==> src/rtl/jtframe_keyjoy_pkg.sv <==
// Shared constants for the keyboard/joystick front end: PS/2 scan codes,
// control-vector bit layout and the key-to-latch lookup used at elaboration.
package jtframe_keyjoy_pkg;

  localparam int CNT_W = 4;

  localparam logic [7:0] KC_P1_U     = 8'h75;
  localparam logic [7:0] KC_P1_D     = 8'h72;
  localparam logic [7:0] KC_P1_L     = 8'h6B;
  localparam logic [7:0] KC_P1_R     = 8'h74;
  localparam logic [7:0] KC_P1_F0    = 8'h14;
  localparam logic [7:0] KC_P1_F1    = 8'h29;
  localparam logic [7:0] KC_P1_F2    = 8'h11;
  localparam logic [7:0] KC_P1_F3    = 8'h12;
  localparam logic [7:0] KC_P1_START = 8'h05;
  localparam logic [7:0] KC_P1_COIN  = 8'h04;
  localparam logic [7:0] KC_P2_U     = 8'h2D;
  localparam logic [7:0] KC_P2_D     = 8'h2B;
  localparam logic [7:0] KC_P2_L     = 8'h23;
  localparam logic [7:0] KC_P2_R     = 8'h34;
  localparam logic [7:0] KC_P2_F0    = 8'h1C;
  localparam logic [7:0] KC_P2_F1    = 8'h1B;
  localparam logic [7:0] KC_P2_START = 8'h06;
  localparam logic [7:0] KC_P2_COIN  = 8'h0C;

  // START and COIN sit at jw-OFS_START and jw-OFS_COIN
  localparam int BIT_R     = 0;
  localparam int BIT_L     = 1;
  localparam int BIT_D     = 2;
  localparam int BIT_U     = 3;
  localparam int BIT_FIRE0 = 4;
  localparam int OFS_START = 2;
  localparam int OFS_COIN  = 1;

  function automatic int jw(input int buttons);
    return buttons + 6;
  endfunction

  // {valid, scan code} for a given player/bit; valid=0 means no latch is built
  function automatic logic [8:0] key_code(input int player, input int bit_idx, input int buttons);
    logic [8:0] kc;
    int         n;
    kc = '0;
    n  = bit_idx - BIT_FIRE0;
    if (player == 0) begin
      if (bit_idx == jw(buttons) - OFS_COIN)       kc = {1'b1, KC_P1_COIN};
      else if (bit_idx == jw(buttons) - OFS_START) kc = {1'b1, KC_P1_START};
      else if (n >= 0 && n < buttons) begin
        case (n)
          0: kc = {1'b1, KC_P1_F0};
          1: kc = {1'b1, KC_P1_F1};
          2: kc = {1'b1, KC_P1_F2};
          3: kc = {1'b1, KC_P1_F3};
          default: kc = '0;
        endcase
      end else begin
        case (bit_idx)
          BIT_U: kc = {1'b1, KC_P1_U};
          BIT_D: kc = {1'b1, KC_P1_D};
          BIT_L: kc = {1'b1, KC_P1_L};
          BIT_R: kc = {1'b1, KC_P1_R};
          default: kc = '0;
        endcase
      end
    end else if (player == 1) begin
      if (bit_idx == jw(buttons) - OFS_COIN)       kc = {1'b1, KC_P2_COIN};
      else if (bit_idx == jw(buttons) - OFS_START) kc = {1'b1, KC_P2_START};
      else if (n >= 0 && n < buttons) begin
        case (n)
          0: kc = {1'b1, KC_P2_F0};
          1: kc = {1'b1, KC_P2_F1};
          default: kc = '0;
        endcase
      end else begin
        case (bit_idx)
          BIT_U: kc = {1'b1, KC_P2_U};
          BIT_D: kc = {1'b1, KC_P2_D};
          BIT_L: kc = {1'b1, KC_P2_L};
          BIT_R: kc = {1'b1, KC_P2_R};
          default: kc = '0;
        endcase
      end
    end
    return kc;
  endfunction

endpackage

==> src/rtl/jtframe_keyjoy_stretch.sv <==
// Coin pulse stretcher: a rising coin edge arms a frame down-counter so the
// coin stays asserted for at least COIN_FRAMES frame ticks.
module jtframe_keyjoy_stretch
  import jtframe_keyjoy_pkg::*;
#(
  parameter int COIN_FRAMES = 4
)(
  input  logic clk,
  input  logic rst_n,
  input  logic tick,
  input  logic coin_in,
  output logic coin_out
);

  logic             coin_l;
  logic [CNT_W-1:0] cnt;
  logic             rise;

  assign rise = coin_in & ~coin_l;

  // reload has priority so a re-press always restarts the full window
  always_ff @(posedge clk or negedge rst_n) begin
    if (!rst_n) begin
      coin_l <= 1'b0;
      cnt    <= '0;
    end else begin
      coin_l <= coin_in;
      if (rise)                   cnt <= CNT_W'(COIN_FRAMES);
      else if (tick && cnt != '0) cnt <= cnt - 1'b1;
    end
  end

  assign coin_out = coin_in | (cnt != '0);

endmodule

==> src/rtl/jtframe_keyjoy.sv <==
// Player-input front end: PS/2 key latches ORed with MiSTer joysticks, coin
// stretching and registered active-low outputs. Autofire: JTFRAME_AUTOFIRE_EN.
module jtframe_keyjoy
  import jtframe_keyjoy_pkg::*;
#(
  parameter  int PLAYERS     = 2,
  parameter  int BUTTONS     = 2,
  parameter  int COIN_FRAMES = 4,
  parameter  int AF_PERIOD   = 4,
  localparam int JW          = BUTTONS + 6
)(
  input  logic                  clk,
  input  logic                  rst_n,
  input  logic [10:0]           ps2_key,
  input  logic [PLAYERS*JW-1:0] joy_in,
  input  logic                  vs,
  input  logic                  merge,
  input  logic [BUTTONS-1:0]    autofire,
  output logic [PLAYERS*JW-1:0] game_joy_n
);

  logic                        tog_l, armed, key_evt;
  logic                        vs_l, tick;
  logic [PLAYERS-1:0][JW-1:0]  joy, key, raw, proc;
  logic [JW-1:0]               joy_or;
  logic [PLAYERS-1:0]          coin_out;
  logic [BUTTONS-1:0]          af_mask;
  logic                        unused_ext;

  assign joy        = joy_in;
  assign unused_ext = ps2_key[8];

  // armed keeps a toggle already high at reset release from decoding as an event
  always_ff @(posedge clk or negedge rst_n) begin
    if (!rst_n) begin
      tog_l <= 1'b0;
      armed <= 1'b0;
      vs_l  <= 1'b0;
    end else begin
      tog_l <= ps2_key[10];
      armed <= 1'b1;
      vs_l  <= vs;
    end
  end

  assign key_evt = armed & (ps2_key[10] ^ tog_l);
  assign tick    = vs & ~vs_l;

  genvar p, i;
  generate
    for (p = 0; p < PLAYERS; p++) begin : g_pl
      for (i = 0; i < JW; i++) begin : g_bit
        localparam logic [8:0] KC = key_code(p, i, BUTTONS);
        if (KC[8]) begin : g_latch
          logic kq;
          always_ff @(posedge clk or negedge rst_n) begin
            if (!rst_n)                              kq <= 1'b0;
            else if (key_evt && ps2_key[7:0] == KC[7:0]) kq <= ps2_key[9];
          end
          assign key[p][i] = kq;
        end else begin : g_none
          assign key[p][i] = 1'b0;
        end
      end

      jtframe_keyjoy_stretch #(.COIN_FRAMES(COIN_FRAMES)) u_stretch (
        .clk      (clk),
        .rst_n    (rst_n),
        .tick     (tick),
        .coin_in  (raw[p][JW-OFS_COIN]),
        .coin_out (coin_out[p])
      );
    end
  endgenerate

  always_comb begin
    joy_or = '0;
    for (int q = 0; q < PLAYERS; q++) joy_or = joy_or | joy[q];
  end

  always_comb begin
    raw = key | joy;
    if (merge) raw[0] = key[0] | joy_or;
  end

`ifdef JTFRAME_AUTOFIRE_EN
  logic [CNT_W-1:0] af_cnt;
  logic             af_ph;

  always_ff @(posedge clk or negedge rst_n) begin
    if (!rst_n) begin
      af_cnt <= '0;
      af_ph  <= 1'b0;
    end else if (tick) begin
      if (af_cnt == CNT_W'(AF_PERIOD - 1)) begin
        af_cnt <= '0;
        af_ph  <= ~af_ph;
      end else begin
        af_cnt <= af_cnt + 1'b1;
      end
    end
  end

  assign af_mask = {BUTTONS{af_ph}} | ~autofire;
`else
  logic unused_af;
  assign unused_af = ^autofire;
  assign af_mask   = '1;
`endif

  always_comb begin
    proc = raw;
    for (int q = 0; q < PLAYERS; q++) begin
      proc[q][BIT_FIRE0 +: BUTTONS] = raw[q][BIT_FIRE0 +: BUTTONS] & af_mask;
      proc[q][JW-OFS_COIN]          = coin_out[q];
    end
  end

  always_ff @(posedge clk or negedge rst_n) begin
    if (!rst_n) game_joy_n <= '1;
    else        game_joy_n <= ~proc;
  end

endmodule

==> config.mk <==
export PLATFORM = sky130hd
export DESIGN_NAME = jtframe_keyjoy
export DESIGN_NICKNAME = d
export VERILOG_FILES = /design/src/rtl/jtframe_keyjoy_pkg.sv /design/src/rtl/jtframe_keyjoy_stretch.sv /design/src/rtl/jtframe_keyjoy.sv
export SDC_FILE = /design/constraint.sdc
export NUM_CORES = 1
export LEC_CHECK = 0
export CORE_AREA = 2 2 65 67
export CTS_BUF_LIST = sky130_fd_sc_hd__clkbuf_2 sky130_fd_sc_hd__clkbuf_4 sky130_fd_sc_hd__clkbuf_8
export DETAILED_ROUTE_END_ITERATION = 12
export DIE_AREA = 0 0 67 69
export PLACE_DENSITY_LB_ADDON = 0.05
export SETUP_SLACK_MARGIN = 0.4
export SYNTH_ARGS = -nofsm -noshare
export SYNTH_HDL_FRONTEND = slang
export SYNTH_HIERARCHICAL = 1
export SYNTH_SLANG_ARGS = --single-unit
==> constraint.sdc <==
create_clock -name clk -period 4.1 [get_ports clk]
set_input_delay 0.82 -clock clk [delete_from_list [all_inputs] [get_ports clk]]
set_output_delay 0.82 -clock clk [all_outputs]
set_load 0.01 [all_outputs]
==> impl_metrics.toml <==
[status]
outcome = "finished clean"

[setup_path]
crit_end = "g_pl[0].g_bit[0].g_latch.kq"
cp_max_fo = 14
worstReg2RegEnd = "g_pl[0].g_bit[0].g_latch.kq"
arrival_ns = 2.82
rr_worst_depth = 3
startpoint = "ps2_key[10]"
r2r_start = "tog_l"
critical_path_class = "input port to flip-flop"
cp-start-kind = "input port"
required_ns = 4.27
endpoint_kind = "flip-flop"
rrSetupSlack_ns = 2.04

[final_layout]
area_delta_synth_final_pct = 28.17
antenna_cells = 0
stdcell_area_sq_um = 2659
fillers = 306
drive_gt1_share_pct = 22.07
final_nets = 247
utilization_pct = 67.93

[power]
powerDensity_nw_per_um2 = 372.7
cellLeakagePower_nw = 1.093
peakVddDrop_mv = 0.2267

[clocking]
ctsResizeCount = 0
cts.sinks = 45
clockBufferDepth = 2
cts-root-buf = "clkbuf_8"
clk_latency_ns = 0.29
cts-buffers-inserted = 5
holdBufCountCts = 0
clk_pin_slew_ns = 0.08
cts_tree = "yes"
h-tree-depth = 2
cts_setup_buffers = 0

[route]
first_pass_iters = 4
wirelength_mm = 3.859
drc = 0
wire_per_inst_microns = 14.67
num_vias = 1452
drt_iter0_drc = 58
antenna_left = 0
viasPerCell = 5.521

[floorplan]
pin_count = 49
die_h_microns = 69
dieArea_sq_um = 4623
rows = 23
initial_core_util_pct = 53.01
die_w_microns = 67
coreArea_sq_um = 3914

[flow_run]
maxCapViolations = 0

[yosys]
synth_edf_count = 0
yosys.area.top_type = "dfrtp_1"
synthDominantCellAreaShare_pct = 34.98
yosysSeqAreaShare_pct = 55.25
syn-num-nets = 199
yosysMostFrequentCell = "dfrtp_1"
synth_cells = 164
synth_ff_type = "dfrtp_1"
synth_area_leaders = "dfrtp_1 35%, dfstp_2 20%, mux2_1 5.4%"
async_flop_share_pct = 100.0
synth_cell_type_count = 44
ys_ff_latch = 45
synthTopCellsByCount = "29 x dfrtp_1, 16 x dfstp_2, 10 x mux2_1, 9 x nand2_1, 8 x nor2_1"
yosysWarnings = 6
synth_area_per_cell_sq_um = 12.65
syn_area_sq_um = 2074

[timing]
skew_ns = 0.006061
relSlewSlack_pct = 19.17
layout_min_cycle_time_ns = 2.651
fin_ws_ns = 1.449
setup_viol = 0
fmax_mhz = 377.2
rsz0062_at_grt = "no"
fin_tns_setup_ns = 0
hold_viol = 0
tightestPinTransition_ns = 1.204
timing.hold.ws_ns = 0.3752
period_share_pct = 64.66
finalMaxSlewViolations = 0

[place]
dp_hpwl_mm = 2.953
routabilityCongestion = 0.8416
post-place-ws_ns = 1.118
placedInstanceArea_sq_um = 2561
port_buffers = 45

[min_path]
hold_class = "flip-flop to flip-flop"
hp-start = "g_pl[1].g_bit[4].g_latch.kq"

[global_route]
grt_pass1_vias = 1507
grt_use_total_pct = 19.05
grt_overflow = 0
antenna_found_initial = 0
grt_max_degree = 46
grt_pass1_wl_mm = 6.755
## sequential cells by signal, summed over array words and instances, names as in the netlist
name / count
game_joy_n: 16
tog_l: 1
armed: 1
vs_l: 1
g_pl.g_bit.g_latch.kq: 16
g_pl.u_stretch/coin_l: 2
g_pl.u_stretch/cnt: 8
## layout by cell type (no fill, tap or decap), types with 2 or more instances in the layout
master	Yosys	layout
ha_1	2	2
nor4_1	7	7
mux2_2	6	6
nand3_1	2	2
nand2b_1	7	7
a31o_1	2	2
clkbuf_4	0	2
nand4b_1	3	3
or3b_2	2	2
clkbuf_8	0	6
a21oi_1	2	2
dfrtp_1	29	29
nor3b_1	2	2
nand2_1	9	9
nand3b_1	5	5
dfstp_2	16	16
or4b_4	3	3
nor2_1	8	8
clkdlybuf4s50_1	0	44
nor4b_2	4	4
inv_1	7	7
nand4_1	2	2
o21ai_0	2	2
nor4_2	4	4
a211oi_1	7	7
mux2_1	10	10
or3b_1	3	3
## layer usage
layer,GRT usage (%),part of all wire [%],vias up
li1,-,-,704
met1,23.53,42,715
met2,32.01,53,27
met3,5.057,3.6,6
met4,5.896,1.4,0
met5,0,0,-
## cell type report
type	count	area, sq um	share of cell area [%]
clock buffers	8	97.59	3.671
inverters	7	26.28	0.9882
multi-input cells	108	880.8	33.13
flip-flops and latches	45	1146	43.11
well taps	50	62.56	2.353
repair buffers	45	445.4	16.75
## stage by stage
stage	cells	total power [W]
final	263	0.0009910
after global routing	263	0.001053
after CTS	263	0.001004
after detailed placement	255	0.0007186
after global placement	255	0.0007037
after floorplan	164	0.0006284
## critical path: stages
cell	delay (ns)
clkdlybuf4s50_1	0.46
xnor2_1	0.95
and4bb_1	0.28
mux2_1	0.31
## how the worst min path moves through the flow
stage                     end  slack, ns  depth (start not counted)
3_5_place_dp   game_joy_n[12]       0.38                          1
3_3_place_gp    game_joy_n[8]       0.37                          1
4_1_cts        game_joy_n[12]       0.38                          1
5_1_grt        game_joy_n[10]       0.41                          1
6_report       game_joy_n[12]       0.38                          1
2_1_floorplan  game_joy_n[10]       0.36                          1
## cells by family (layout without fill, tap and decap cells)
logic type,after synthesis,after routing,synth area share (%)
AOI/OAI and AO/OA,17,17,5.911
xor gates and xnor gates,2,2,0.8445
adders and majority gates,2,2,1.206
buffers and inverters,11,60,2.292
DFF,45,45,55.25
muxes,17,17,9.168
other,1,1,0.1808
and+or+nand+nor,69,69,25.15
## report_power, final
group          internal [W]  switching [W]
registers          0.000491      0.0000270
logic             0.0000976      0.0000928
clock network      0.000151       0.000132
No activity file was read; power rests on OpenSTA's default activity.
